<file path="src/rtl/control_unit.sv">
// Instruction decoder for the single-cycle RV32I datapath.
// Decode outputs are purely combinational; illegal_seen is a sticky flag
// that records any unsupported encoding observed since reset.
module control_unit (
  input  logic       clk,
  input  logic       rst_n,
  input  logic [6:0] opcode,
  input  logic [2:0] funct3,
  input  logic [6:0] funct7,
  output logic [3:0] alu_op,
  output logic [1:0] imm_sel,
  output logic       pc_sel,
  output logic [1:0] reg_we,
  output logic       alu_a_sel,
  output logic       alu_b_sel,
  output logic       mem_we,
  output logic [1:0] wb_sel,
  output logic       illegal,
  output logic       illegal_seen
);

  localparam logic [6:0] OPC_R      = 7'b0110011;
  localparam logic [6:0] OPC_IMM    = 7'b0010011;
  localparam logic [6:0] OPC_LOAD   = 7'b0000011;
  localparam logic [6:0] OPC_STORE  = 7'b0100011;
  localparam logic [6:0] OPC_BRANCH = 7'b1100011;
  localparam logic [6:0] OPC_JAL    = 7'b1101111;
  localparam logic [6:0] OPC_JALR   = 7'b1100111;

  localparam logic [6:0] F7_BASE = 7'b0000000;
  localparam logic [6:0] F7_ALT  = 7'b0100000;

  localparam logic [3:0] ALU_ADD  = 4'd0;
  localparam logic [3:0] ALU_SUB  = 4'd1;
  localparam logic [3:0] ALU_SLL  = 4'd2;
  localparam logic [3:0] ALU_SLT  = 4'd3;
  localparam logic [3:0] ALU_SLTU = 4'd4;
  localparam logic [3:0] ALU_XOR  = 4'd5;
  localparam logic [3:0] ALU_SRL  = 4'd6;
  localparam logic [3:0] ALU_SRA  = 4'd7;
  localparam logic [3:0] ALU_OR   = 4'd8;
  localparam logic [3:0] ALU_AND  = 4'd9;

  localparam logic [1:0] IMM_I = 2'd0;
  localparam logic [1:0] IMM_S = 2'd1;
  localparam logic [1:0] IMM_B = 2'd2;
  localparam logic [1:0] IMM_J = 2'd3;

  localparam logic [1:0] RW_NONE = 2'd0;
  localparam logic [1:0] RW_ALU  = 2'd1;
  localparam logic [1:0] RW_LOAD = 2'd2;

  localparam logic [1:0] WB_ALU = 2'd0;
  localparam logic [1:0] WB_MEM = 2'd1;
  localparam logic [1:0] WB_PC4 = 2'd2;

  // Base ALU operation selected by funct3 (funct7 variants handled by caller).
  function automatic logic [3:0] alu_from_f3(input logic [2:0] f3);
    case (f3)
      3'b000:  alu_from_f3 = ALU_ADD;
      3'b001:  alu_from_f3 = ALU_SLL;
      3'b010:  alu_from_f3 = ALU_SLT;
      3'b011:  alu_from_f3 = ALU_SLTU;
      3'b100:  alu_from_f3 = ALU_XOR;
      3'b101:  alu_from_f3 = ALU_SRL;
      3'b110:  alu_from_f3 = ALU_OR;
      default: alu_from_f3 = ALU_AND;
    endcase
  endfunction

  // Main decode; an illegal encoding collapses every select to a NOP.
  always_comb begin
    alu_op    = ALU_ADD;
    imm_sel   = IMM_I;
    pc_sel    = 1'b0;
    reg_we    = RW_NONE;
    alu_a_sel = 1'b0;
    alu_b_sel = 1'b0;
    mem_we    = 1'b0;
    wb_sel    = WB_ALU;
    illegal   = 1'b0;

    case (opcode)
      OPC_R: begin
        reg_we = RW_ALU;
        if (funct7 == F7_BASE) begin
          alu_op = alu_from_f3(funct3);
        end else if (funct7 == F7_ALT && funct3 == 3'b000) begin
          alu_op = ALU_SUB;
        end else if (funct7 == F7_ALT && funct3 == 3'b101) begin
          alu_op = ALU_SRA;
        end else begin
          illegal = 1'b1;
        end
      end
      OPC_IMM: begin
        reg_we    = RW_ALU;
        alu_b_sel = 1'b1;
        imm_sel   = IMM_I;
        alu_op    = alu_from_f3(funct3);
        if (funct3 == 3'b001) begin
          if (funct7 != F7_BASE) illegal = 1'b1;
        end else if (funct3 == 3'b101) begin
          if (funct7 == F7_ALT) alu_op = ALU_SRA;
          else if (funct7 != F7_BASE) illegal = 1'b1;
        end
      end
      OPC_LOAD: begin
        alu_b_sel = 1'b1;
        imm_sel   = IMM_I;
        reg_we    = RW_LOAD;
        wb_sel    = WB_MEM;
      end
      OPC_STORE: begin
        alu_b_sel = 1'b1;
        imm_sel   = IMM_S;
        mem_we    = 1'b1;
      end
      OPC_BRANCH: begin
        alu_a_sel = 1'b1;
        alu_b_sel = 1'b1;
        imm_sel   = IMM_B;
        if (funct3 == 3'b010 || funct3 == 3'b011) illegal = 1'b1;
      end
      OPC_JAL: begin
        alu_a_sel = 1'b1;
        alu_b_sel = 1'b1;
        imm_sel   = IMM_J;
        pc_sel    = 1'b1;
        reg_we    = RW_ALU;
        wb_sel    = WB_PC4;
      end
      OPC_JALR: begin
        alu_b_sel = 1'b1;
        imm_sel   = IMM_I;
        pc_sel    = 1'b1;
        reg_we    = RW_ALU;
        wb_sel    = WB_PC4;
        if (funct3 != 3'b000) illegal = 1'b1;
      end
      default: illegal = 1'b1;
    endcase

    if (illegal) begin
      alu_op    = ALU_ADD;
      imm_sel   = IMM_I;
      pc_sel    = 1'b0;
      reg_we    = RW_NONE;
      alu_a_sel = 1'b0;
      alu_b_sel = 1'b0;
      mem_we    = 1'b0;
      wb_sel    = WB_ALU;
    end
  end

  // Sticky illegal flag; only reset clears it.
  always_ff @(posedge clk or negedge rst_n) begin
    if (!rst_n)       illegal_seen <= 1'b0;
    else if (illegal) illegal_seen <= 1'b1;
  end

endmodule

</file>
<file path="config.mk">
export PLATFORM = sky130hd
export DESIGN_NAME = control_unit
export DESIGN_NICKNAME = d
export VERILOG_FILES = /design/src/rtl/control_unit.sv
export SDC_FILE = /design/constraint.sdc
export NUM_CORES = 1
export LEC_CHECK = 0
export BUFFER_PORTS_ARGS = -buffer_cell sky130_fd_sc_hd__buf_2
export CORE_AREA = 3 3 40 42
export DETAILED_ROUTE_END_ITERATION = 10
export DIE_AREA = 0 0 43 45
export MAX_ROUTING_LAYER = met4
export PLACE_DENSITY = 0.73
export SKIP_LAST_GASP = 1
export SYNTH_ARGS = -nofsm -noshare
export SYNTH_HDL_FRONTEND = slang
export SYNTH_SLANG_ARGS = --single-unit
</file>
<file path="constraint.sdc">
create_clock -name clk -period 2.1 [get_ports clk]
set_input_delay 0.315 -clock clk [delete_from_list [all_inputs] [get_ports clk]]
set_output_delay 0.315 -clock clk [all_outputs]
set_load 0.02 [all_outputs]
</file>
==> results of run 1 <==
[report_power, final]
group          internal [mW]  total (mW)  switching, mW  leakage (nW)
sequential            0.0196      0.0196              0       0.00875
clock                      0           0              0             0
combinational         0.0520       0.117         0.0653         0.372
[worst max-delay path by stage]
| stage | from | to | slack (ns) | cells after the start |
|---|---|---|---|---|
| floorplan | opcode[2] | alu_a_sel | 0.02 | 5 |
| global placement | funct7[1] | reg_we[0] | -0.07 | 9 |
| detailed placement | funct7[1] | alu_a_sel | -0.11 | 8 |
| CTS | funct7[1] | alu_a_sel | -0.04 | 8 |
| global route | opcode[1] | alu_a_sel | -0.15 | 7 |
| finish | opcode[6] | alu_a_sel | -0.10 | 6 |
[critical path, delay by kind of cell]
kind,cells,cell delay [ns]
AOI/OAI and AO/OA,1,0.15
buffers and inverters,2,0.28
and+or+nand+nor,3,1.13
[cells by family (layout without fill, tap and decap cells)]
kind of cell | count (synthesis) | in the layout | share of synthesized area
AOI/OAI and AO/OA | 18 | 18 | 0.2713
xor gates and xnor gates | 2 | 2 | 0.03618
buffers and inverters | 6 | 50 | 0.1369
DFF | 1 | 1 | 0.05167
muxes | 1 | 1 | 0.02325
and+or+nand+nor | 41 | 41 | 0.4807
[cell usage in the layout, fill, tap and decap left out, types with 2 or more instances in the layout]
| master | n |
|---|---|
| nand3_1 | 2 |
| o21ai_0 | 4 |
| nor4_2 | 2 |
| a31oi_4 | 2 |
| a2111oi_4 | 2 |
| xor2_1 | 2 |
| nand2b_1 | 6 |
| nand2_1 | 5 |
| nor4_4 | 2 |
| a21oi_1 | 4 |
| and2_1 | 3 |
| buf_4 | 18 |
| buf_6 | 7 |
| buf_2 | 24 |
| nor2_1 | 9 |
[cell type report]
cell class	instances	share of cell area
Timing Repair Buffer	49	0.3673
Sequential cell	1	0.02751
Multi-Input combinational cell	62	0.5805
Tap cell	15	0.02063
Inverter	1	0.004127
[what timing repair did]
item / 4_1_cts / 5_1_grt
setup endpoints to repair: 7 / 10
gates resized for setup: 13 / 19
hold endpoints to repair: 0 / 0
pin swaps: 0 / 5
[stage by stage]
stage | utilization | instance area (um^2) | total power [mW] | TNS [ns]
finish | 0.7079 | 909.6 | 0.1370 | -0.3337
global route | 0.7079 | 909.6 | 0.1452 | -0.7602
CTS | 0.6368 | 818.3 | 0.1235 | -0.05750
detailed placement | 0.5988 | 769.5 | 0.1180 | -0.4553
global placement | 0.5988 | 769.5 | 0.1141 | -0.3273
floorplan | - | 530.5 | 0.07977 | 0
[metal layers]
layer	part of all wire	vias to the layer above
met2	0.56	25
met3	0.056	2
met4	0.0084	0
met1	0.38	320
met5	0	-
li1	-	340
==> impl_metrics.py, run 1 <==
metrics = {
    "final_layout": {
        "diodes": 0,
        "top_regs": "illegal_seen (1)",
        "drive_gt1_frac": 0.6195,
        "seqCellArea_um2": 25.02,
        "final_cells": 128,
        "n_fill_cell": 105,
        "layout-area-overhead-vs-synth_pct": 87.86,
        "largest-register": "illegal_seen",
        "multiInputGateArea_um2": 528.0,
        "largest_reg_flops": 1,
        "nets": 134,
    },
    "sta": {
        "hold_ws_ns": 0.08938,
        "rsz0062_at_grt": "yes",
        "fin_crit_sh": 1.048,
        "period_minus_slack_ns": 2.201,
        "setup_violations": 6,
        "hold_viol": 0,
        "worst_pin_slew_ns": 0.4717,
        "fin_skew_ns": 0,
        "setup_ws_ns": -0.1011,
        "max_slew_margin": 0.6845,
        "timing.fmax_mhz": 454.3,
        "slew_viol_final": 0,
    },
    "logic_synthesis": {
        "syn_inst": 69,
        "synthArstFlopShare": 1.000,
        "yosysTopAreaCell": "nor2_1",
        "synthTopCellsByCount": "nor2_1 (11), nand2_1 (7), nand2b_1 (6)",
        "synth_top_area_frac": 0.08527,
        "ys_warn_count": 0,
        "yosysSeqAreaShare": 0.05168,
        "synth_area_leaders": "nor2_1 (8.5%), nand2b_1 (7.8%), bufbuf_16 (6.7%)",
        "ys.flop_type": "dfrtp_1",
        "synth_nets": 88,
        "netlist_area_um2": 484.2,
        "yosysMostFrequentCell": "nor2_1",
        "yosysUniqueCellTypes": 30,
        "avgSynthCellArea_um2": 7.018,
        "synth_edf_count": 0,
        "ys_seq_elements": 1,
    },
    "worst_setup_path": {
        "critical_path.max_fanout": 6,
        "crit_path_max_incr_delay_ns": 0.54,
        "crit_chain": "buf_6 -> or4_4 -> nor4b_4 -> o21ai_4 -> nor4_4 -> buf_4",
        "crit_type": "in2out",
        "arrival_ns": 1.89,
        "rrSetupSlack_ns": 1.32,
        "r2r_end": "illegal_seen",
        "cp-start-kind": "input port",
        "r2r_cells": 1,
        "endpoint_kind": "output pin",
        "cp_data_required_time_ns": 1.78,
        "cp_slowest_cell": "or4_4",
        "r2r-start": "illegal_seen",
    },
    "grt": {
        "grt_max_degree": 11,
        "grt_pass1_wl_mm": 2.718,
        "grt_pass1_vias": 655,
        "grtUsageTotal": 0.1778,
        "antenna_found_initial": 0,
        "use_met1": 0.2005,
        "grt_overflow": 0,
        "globalRouteMet2Util": 0.3383,
        "gr-max-usage-layer": "met2",
        "gr-usage-met3": 0.01594,
    },
    "hold_path": {
        "hp-class": "in2async",
    },
    "routing": {
        "drt_pre_antenna_iters": 4,
        "routed_via_density": 5.367,
        "routed_wl_mm": 1.909,
        "vias": 687,
        "ant_nets": 0,
        "drt_iter0_drc": 16,
        "wl_per_cell_um": 14.91,
        "drcViolationCount": 0,
    },
    "clock_tree": {
        "clk_pin_slew_worst_paths_ns": 0,
        "postCtsHoldBufs": 0,
        "cts_setup_buffers": 0,
        "insertion_delay_ns": 0,
    },
    "floorplanning": {
        "ios": 35,
        "fp.dieH_um": 45,
        "dieArea_um2": 1935,
        "die_w_um": 43,
        "fp-row-count": 13,
        "core_area_um2": 1285,
        "start_util": 0.3768,
    },
    "pwr": {
        "power_density_nw_per_um2": 150.6,
        "worst_ir_drop_vdd_uv": 77.57,
        "p_leak_nw": 0.3804,
    },
    "placed_design": {
        "place_congestion": 0.8524,
        "dp.final_hpwl_mm": 1.366,
        "port_buffers": 34,
        "place_ws_ns": -0.1131,
        "dp.cells": 128,
    },
    "job": {
        "max_cap_violations": 0,
    },
    "run_status": {
        "status": "finished with violations",
        "violations": "setup timing",
    },
}
Power figures use the tool's default switching activity.
==> run 2, diff against run 1 <==
--- a/config.mk
+++ b/config.mk
@@ -5,12 +5,13 @@
 export SDC_FILE = /design/constraint.sdc
 export NUM_CORES = 1
 export LEC_CHECK = 0
+export ABC_AREA = 1
 export BUFFER_PORTS_ARGS = -buffer_cell sky130_fd_sc_hd__buf_2
-export CORE_AREA = 3 3 40 42
+export CORE_MARGIN = 3
+export CORE_UTILIZATION = 40
 export DETAILED_ROUTE_END_ITERATION = 10
-export DIE_AREA = 0 0 43 45
 export MAX_ROUTING_LAYER = met4
-export PLACE_DENSITY = 0.73
+export PLACE_DENSITY = 0.76
 export SKIP_LAST_GASP = 1
 export SYNTH_ARGS = -nofsm -noshare
 export SYNTH_HDL_FRONTEND = slang
==> run 2 against run 1 <==
The flow now finishes without violations. Critical path depth rose by 3. Wire length fell by 24%. Setup slack improved by 0.43 ns. Maximum frequency rose by 24%. Synthesized cell count rose by 67%. Clock skew did not move. First-iteration DRC count fell by 63%. Global-route usage fell by 3.2 points. Via count rose by 13%. Largest power group unchanged. Combinational power fell by 39%. Highest routed layer unchanged. Sequential power barely moved. Final cell count rose by 27%.
==> impl_metrics.py, run 2 <==
metrics = {
    "run_status": {
        "status": "complete, no violations",
    },
    "final_layout": {
        "layout-area-overhead-vs-synth_pct": 32.07,
        "mostFrequentLayoutCells": "buf_2 (34), nand2_1 (29), nor2_1 (26)",
        "largest-register": "illegal_seen",
        "final_util": 0.6177,
        "top_regs": "illegal_seen (1)",
        "final_common_cell": "buf_2",
        "drive_gt1_frac": 0.3378,
        "seqCellArea_um2": 25.02,
        "nets": 169,
        "n_fill_cell": 130,
        "multiInputGateArea_um2": 442.9,
        "final_cells": 162,
        "diodes": 0,
        "largest_reg_flops": 1,
    },
    "floorplanning": {
        "fp.dieH_um": 43.48,
        "fp-row-count": 12,
        "dieArea_um2": 1890,
        "start_util": 0.4677,
        "ios": 35,
        "core_area_um2": 1201,
        "die_w_um": 43.48,
    },
    "sta": {
        "period_minus_slack_ns": 1.774,
        "worst_pin_slew_ns": 0.2903,
        "finalSetupTns_ns": 0,
        "hold_viol": 0,
        "slew_viol_final": 0,
        "fin_skew_ns": 0,
        "setup_violations": 0,
        "max_slew_margin": 0.8056,
        "rsz0062_at_grt": "no",
        "timing.fmax_mhz": 563.8,
        "fin_crit_sh": 0.8447,
    },
    "logic_synthesis": {
        "synth_area_leaders": "nand2_1 (19%), nor2_1 (17%), inv_1 (14%)",
        "synth_nets": 134,
        "avgSynthCellArea_um2": 4.885,
        "syn_inst": 115,
        "yosysMostFrequentCell": "nand2_1",
        "ys.flop_type": "dfrtp_1",
        "synthTopCellsByCount": "nand2_1 (29), nor2_1 (26), inv_1 (21)",
        "yosysTopAreaCell": "nand2_1",
        "ys_warn_count": 0,
        "ys_seq_elements": 1,
        "synth_top_area_frac": 0.1938,
        "synthArstFlopShare": 1.000,
        "netlist_area_um2": 561.8,
        "yosysUniqueCellTypes": 23,
        "yosysSeqAreaShare": 0.04454,
        "synth_edf_count": 0,
    },
    "routing": {
        "routed_via_density": 4.802,
        "vias": 778,
        "ant_nets": 0,
        "drt_iter0_drc": 6,
        "routed_wl_mm": 1.452,
        "drcViolationCount": 0,
        "drt_pre_antenna_iters": 4,
        "wl_per_cell_um": 8.963,
    },
    "job": {
        "max_cap_violations": 0,
    },
    "worst_setup_path": {
        "critPathMostFrequentCell": "buf_2",
        "cp_data_required_time_ns": 1.78,
        "crit_type": "in2out",
        "endpoint_kind": "output pin",
        "critical_path.max_fanout": 9,
        "crit_chain": "buf_2 -> nor2_2 -> nand2_1 -> nor2_4 -> inv_1 -> nand3_1 -> nand3_4 -> nor2_1 -> buf_2",
        "cp-start-kind": "input port",
        "arrival_ns": 1.46,
        "cp_slowest_cell": "buf_2",
        "crit_path_max_incr_delay_ns": 0.17,
    },
    "grt": {
        "grt_max_degree": 10,
        "antenna_found_initial": 0,
        "grt_pass1_vias": 596,
        "grtUsageTotal": 0.1458,
        "grt_overflow": 0,
        "grt_pass1_wl_mm": 2.256,
    },
    "placed_design": {
        "dp.cells": 162,
        "dp.final_hpwl_mm": 1.323,
        "port_buffers": 34,
        "place_congestion": 0.8404,
    },
    "pwr": {
        "clock_power_share": 0,
        "worst_ir_drop_vdd_uv": 81.48,
        "switchingPower_mw": 0.04483,
        "p_leak_nw": 0.4651,
        "power_frac_seq": 0.215,
        "p_int_mw": 0.04661,
        "power_density_nw_per_um2": 123.2,
        "combPwrFrac": 0.785,
        "swShare": 0.4903,
    },
    "clock_tree": {
        "insertion_delay_ns": 0,
        "cts_setup_buffers": 0,
        "clk_pin_slew_worst_paths_ns": 0,
        "cts.repair.resized": 0,
        "postCtsHoldBufs": 0,
    },
    "hold_path": {
        "hp-class": "in2async",
    },
}
run 2: cell count changes in the layout (fill, tap and decap cells not counted), sizes merged, moves of 3 or more:
cell    previous run  this run
inv                1        23
a21oi              5         2
buf               49        34
nand2              7        34
nor2              11        29
nand3              2        12
nand2b             6         0
nor4               4         1
run 2: per-stage QoR:
stage	worst slack [ns]	instance area, um^2	hold slack [ns]	total power, mW
3_3_place_gp	0.3850	742.0	0.08964	0.08902
6_report	0.3262	742.0	0.09509	0.09144
2_1_floorplan	0.2575	561.8	0.01941	0.05988
3_5_place_dp	0.3414	742.0	0.09685	0.09121
4_1_cts	0.3361	742.0	0.09685	0.09139
5_1_grt	0.2281	742.0	0.09725	0.1005
run 2: cell type report:
type                       count  share of cell area
sequential                     1             0.03373
inverter                      23              0.1164
tap                           14             0.02361
multi-input combinational     90              0.5970
timing repair buffer          34              0.2293
run 2: worst paths after layout:
path | startpoint | end | slack, ns | depth (start not counted)
setup / recovery | funct7[4] | alu_b_sel | 0.33 | 9
hold / removal | rst_n | illegal_seen | 0.1 | 1
setup reg to reg | illegal_seen | illegal_seen | 1.44 | 2
hold reg to reg | illegal_seen | illegal_seen | 0.50 | 2
max in group asynchronous | rst_n | illegal_seen | 1.92 | 1
min in group clk | illegal_seen | illegal_seen | 0.50 | 2
run 2: cell families (layout without fill, tap and decap cells):
| group | Yosys count | count (layout) | synth area share |
|---|---|---|---|
| buffers and inverters | 24 | 57 | 0.1671 |
| and+or+nand+nor | 82 | 82 | 0.6793 |
| DFF | 1 | 1 | 0.04454 |
| AOI/OAI and AO/OA | 8 | 8 | 0.1091 |
run 2: worst max-delay path, delay by kind of cell:
family	cells	cell delay, ns
buffers and inverters	3	0.35
AND/OR/NAND/NOR	6	0.79
run 2: per-layer routing:
| layer | up-vias | global-route usage | share of wire |
|---|---|---|---|
| li1 | 420 | - | - |
| met1 | 333 | 0.1743 | 0.43 |
| met2 | 23 | 0.2743 | 0.50 |
| met3 | 2 | 0.008299 | 0.061 |
| met4 | 0 | 0.01205 | 0.0076 |
| met5 | - | - | 0 |
run 2: power by group through the flow:
stage / Clock (mW) / Sequential [mW] / Combinational [mW]
floorplan: 0 / 0.0196 / 0.0403
global placement: 0 / 0.0196 / 0.0694
detailed placement: 0 / 0.0196 / 0.0716
CTS: 0 / 0.0196 / 0.0718
global route: 0 / 0.0196 / 0.0809
finish: 0 / 0.0196 / 0.0718
==> run 3, diff against run 2 <==
--- a/config.mk
+++ b/config.mk
@@ -8,10 +8,10 @@
 export ABC_AREA = 1
 export BUFFER_PORTS_ARGS = -buffer_cell sky130_fd_sc_hd__buf_2
 export CORE_MARGIN = 3
-export CORE_UTILIZATION = 40
+export CORE_UTILIZATION = 37
 export DETAILED_ROUTE_END_ITERATION = 10
 export MAX_ROUTING_LAYER = met4
-export PLACE_DENSITY = 0.76
+export PLACE_DENSITY = 0.74
 export SKIP_LAST_GASP = 1
 export SYNTH_ARGS = -nofsm -noshare
 export SYNTH_HDL_FRONTEND = slang
==> constraint.sdc (replaced) <==
create_clock -name clk -period 1.6 [get_ports clk]
set_input_delay 0.24 -clock clk [delete_from_list [all_inputs] [get_ports clk]]
set_output_delay 0.24 -clock clk [all_outputs]
set_load 0.02 [all_outputs]
==> run 3 against run 2 <==
The run now ends with setup timing left. Wire length grew 31%. Clock skew is the same. First-iteration DRC count is the same. Register-to-register slack got worse by 0.48 ns. Sequential power is 32% higher. Final cell count grew 3.1%.
==> impl_metrics.py, run 3 (synthesized netlist as in run 2, its figures left out) <==
metrics = {
    "run_status": {
        "status": "finished with violations",
        "violations": "setup timing",
    },
    "final_layout": {
        "design_area_um2": 985.9,
        "final_common_cell": "nand2_1",
        "top_regs": "illegal_seen (1)",
        "mostFrequentLayoutCells": "nand2_1 (22), buf_2 (20), inv_1 (11), nor2_1 (11), buf_4 (10)",
        "drive_gt1_frac": 0.5855,
        "nets": 173,
        "final_util": 0.7216,
        "largest_reg_flops": 1,
        "layout-area-overhead-vs-synth_pct": 75.50,
        "largest-register": "illegal_seen",
        "diodes": 0,
    },
    "placed_design": {
        "port_buffers": 34,
        "dpl-instance-area_um2": 764.5,
        "place_ws_ns": -0.003536,
        "place_congestion": 0.8507,
        "dp.final_hpwl_mm": 1.329,
    },
    "worst_setup_path": {
        "crit_path_max_incr_delay_ns": 0.15,
        "cp.buffers_inverters": 3,
        "endpoint_kind": "output pin",
        "crit_type": "in2out",
        "critPathTopFamily": "simple AND/OR/NAND/NOR gates",
        "arrival_ns": 1.38,
        "cp-start-kind": "input port",
        "critical_path.max_fanout": 5,
        "cp_data_required_time_ns": 1.36,
        "cp_slowest_cell": "buf_4",
        "crit_chain": "buf_2 -> inv_1 -> nand2_1 -> nor2_2 -> nand2_2 -> nand2_2 -> nor2_2 -> nand2_2 -> nand3_4 -> nor2_2 -> buf_4",
    },
    "floorplanning": {
        "fp-row-count": 13,
        "ios": 35,
        "core_area_um2": 1366,
        "start_util": 0.4112,
        "dieArea_um2": 2022,
        "die_w_um": 44.97,
        "fp.dieH_um": 44.97,
    },
    "routing": {
        "drt_iter0_drc": 6,
        "wl_per_cell_um": 11.36,
        "routed_wl_mm": 1.897,
        "ant_nets": 0,
        "drt_pre_antenna_iters": 4,
        "vias": 823,
        "routed_via_density": 4.928,
        "drcViolationCount": 0,
    },
    "sta": {
        "fin_crit_sh": 1.015,
        "slew_viol_final": 0,
        "timing.fmax_mhz": 615.5,
        "max_slew_margin": 0.7857,
        "rsz0062_at_grt": "yes",
        "setup_ws_ns": -0.02478,
        "setup_violations": 4,
        "fin_skew_ns": 0,
        "period_minus_slack_ns": 1.625,
        "hold_viol": 0,
        "worst_pin_slew_ns": 0.3200,
    },
    "job": {
        "max_cap_violations": 0,
    },
    "pwr": {
        "worst_ir_drop_vdd_uv": 103.9,
        "p_int_mw": 0.07781,
        "combPwrFrac": 0.841,
        "power_density_nw_per_um2": 164.2,
        "finalPower_mw": 0.1619,
        "swShare": 0.5195,
        "power_frac_seq": 0.159,
        "p_leak_nw": 0.5172,
        "switchingPower_mw": 0.08412,
        "clock_power_share": 0,
    },
    "grt": {
        "antenna_found_initial": 0,
        "grt_pass1_vias": 684,
        "grt_max_degree": 10,
        "grt_overflow": 0,
        "grt_pass1_wl_mm": 2.408,
        "grtUsageTotal": 0.1506,
    },
    "hold_path": {
        "hp-class": "in2async",
    },
    "clock_tree": {
        "insertion_delay_ns": 0,
        "clk_pin_slew_worst_paths_ns": 0,
    },
}
run 3: changes by cell type in the layout (fill, tap and decap cells not counted), moves of 7 or more:
cell,delta
buf_2,-14
nor2_4,+8
nor2_2,+7
buf_4,+10
inv_1,-10
buf_6,+7
nand2_1,-7
nor2_1,-15
inv_2,+7
run 3: area by class of cell:
class	count	area [um^2]
inverters	23	93.84
fillers	118	380.4
well taps	15	18.77
flip-flops and latches	1	25.02
multi-input cells	91	594.3
repair buffers	37	254.0
run 3: final timing paths:
kind / startpoint / to / slack, ns / depth (start not counted)
max: opcode[5] / pc_sel / -0.02 / 11
min: rst_n / illegal_seen / 0.01 / 1
max reg2reg: illegal_seen / illegal_seen / 0.96 / 2
min reg2reg: illegal_seen / illegal_seen / 0.48 / 2
max in group asynchronous: rst_n / illegal_seen / 1.50 / 1
min in group clk: illegal_seen / illegal_seen / 0.48 / 2
run 3: worst register-to-register path, cell delays in order (launching register included):
cell and delay [ns]:
dfrtp_1 0.35, inv_1 0.06, nand4_1 0.09
run 3: timing repair:
action,in CTS,in global routing
buffers inserted,0,1
gates resized for setup,3,64
setup endpoints to repair,3,10
pin swaps,0,13
gates cloned,0,1
hold buffers,0,0
run 3: power groups by stage:
| stage | logic, mW | clock network [mW] | registers [mW] |
|---|---|---|---|
| after global placement | 0.0917 | 0 | 0.0258 |
| final | 0.136 | 0 | 0.0258 |
| after floorplan | 0.0531 | 0 | 0.0258 |
| after global routing | 0.149 | 0 | 0.0258 |
| after detailed placement | 0.0953 | 0 | 0.0258 |
| after CTS | 0.0966 | 0 | 0.0258 |
run 3: routing by layer:
metal | global-route usage | vias up | routed length [um]
met5 | - | - | 0
met4 | 0.01754 | 0 | 20
met3 | 0 | 2 | 102
met2 | 0.2825 | 25 | 1121
met1 | 0.1838 | 366 | 653
li1 | - | 430 | -
run 3: through the flow:
step | TNS, ns | hold WS [ns] | std cells
floorplan | 0 | -0.05559 | 115
global placement | 0 | 0.01464 | 165
detailed placement | -0.003536 | 0.01655 | 165
CTS | 0 | 0.01655 | 165
global route | -0.6625 | 0.01703 | 167
finish | -0.08045 | 0.01491 | 167
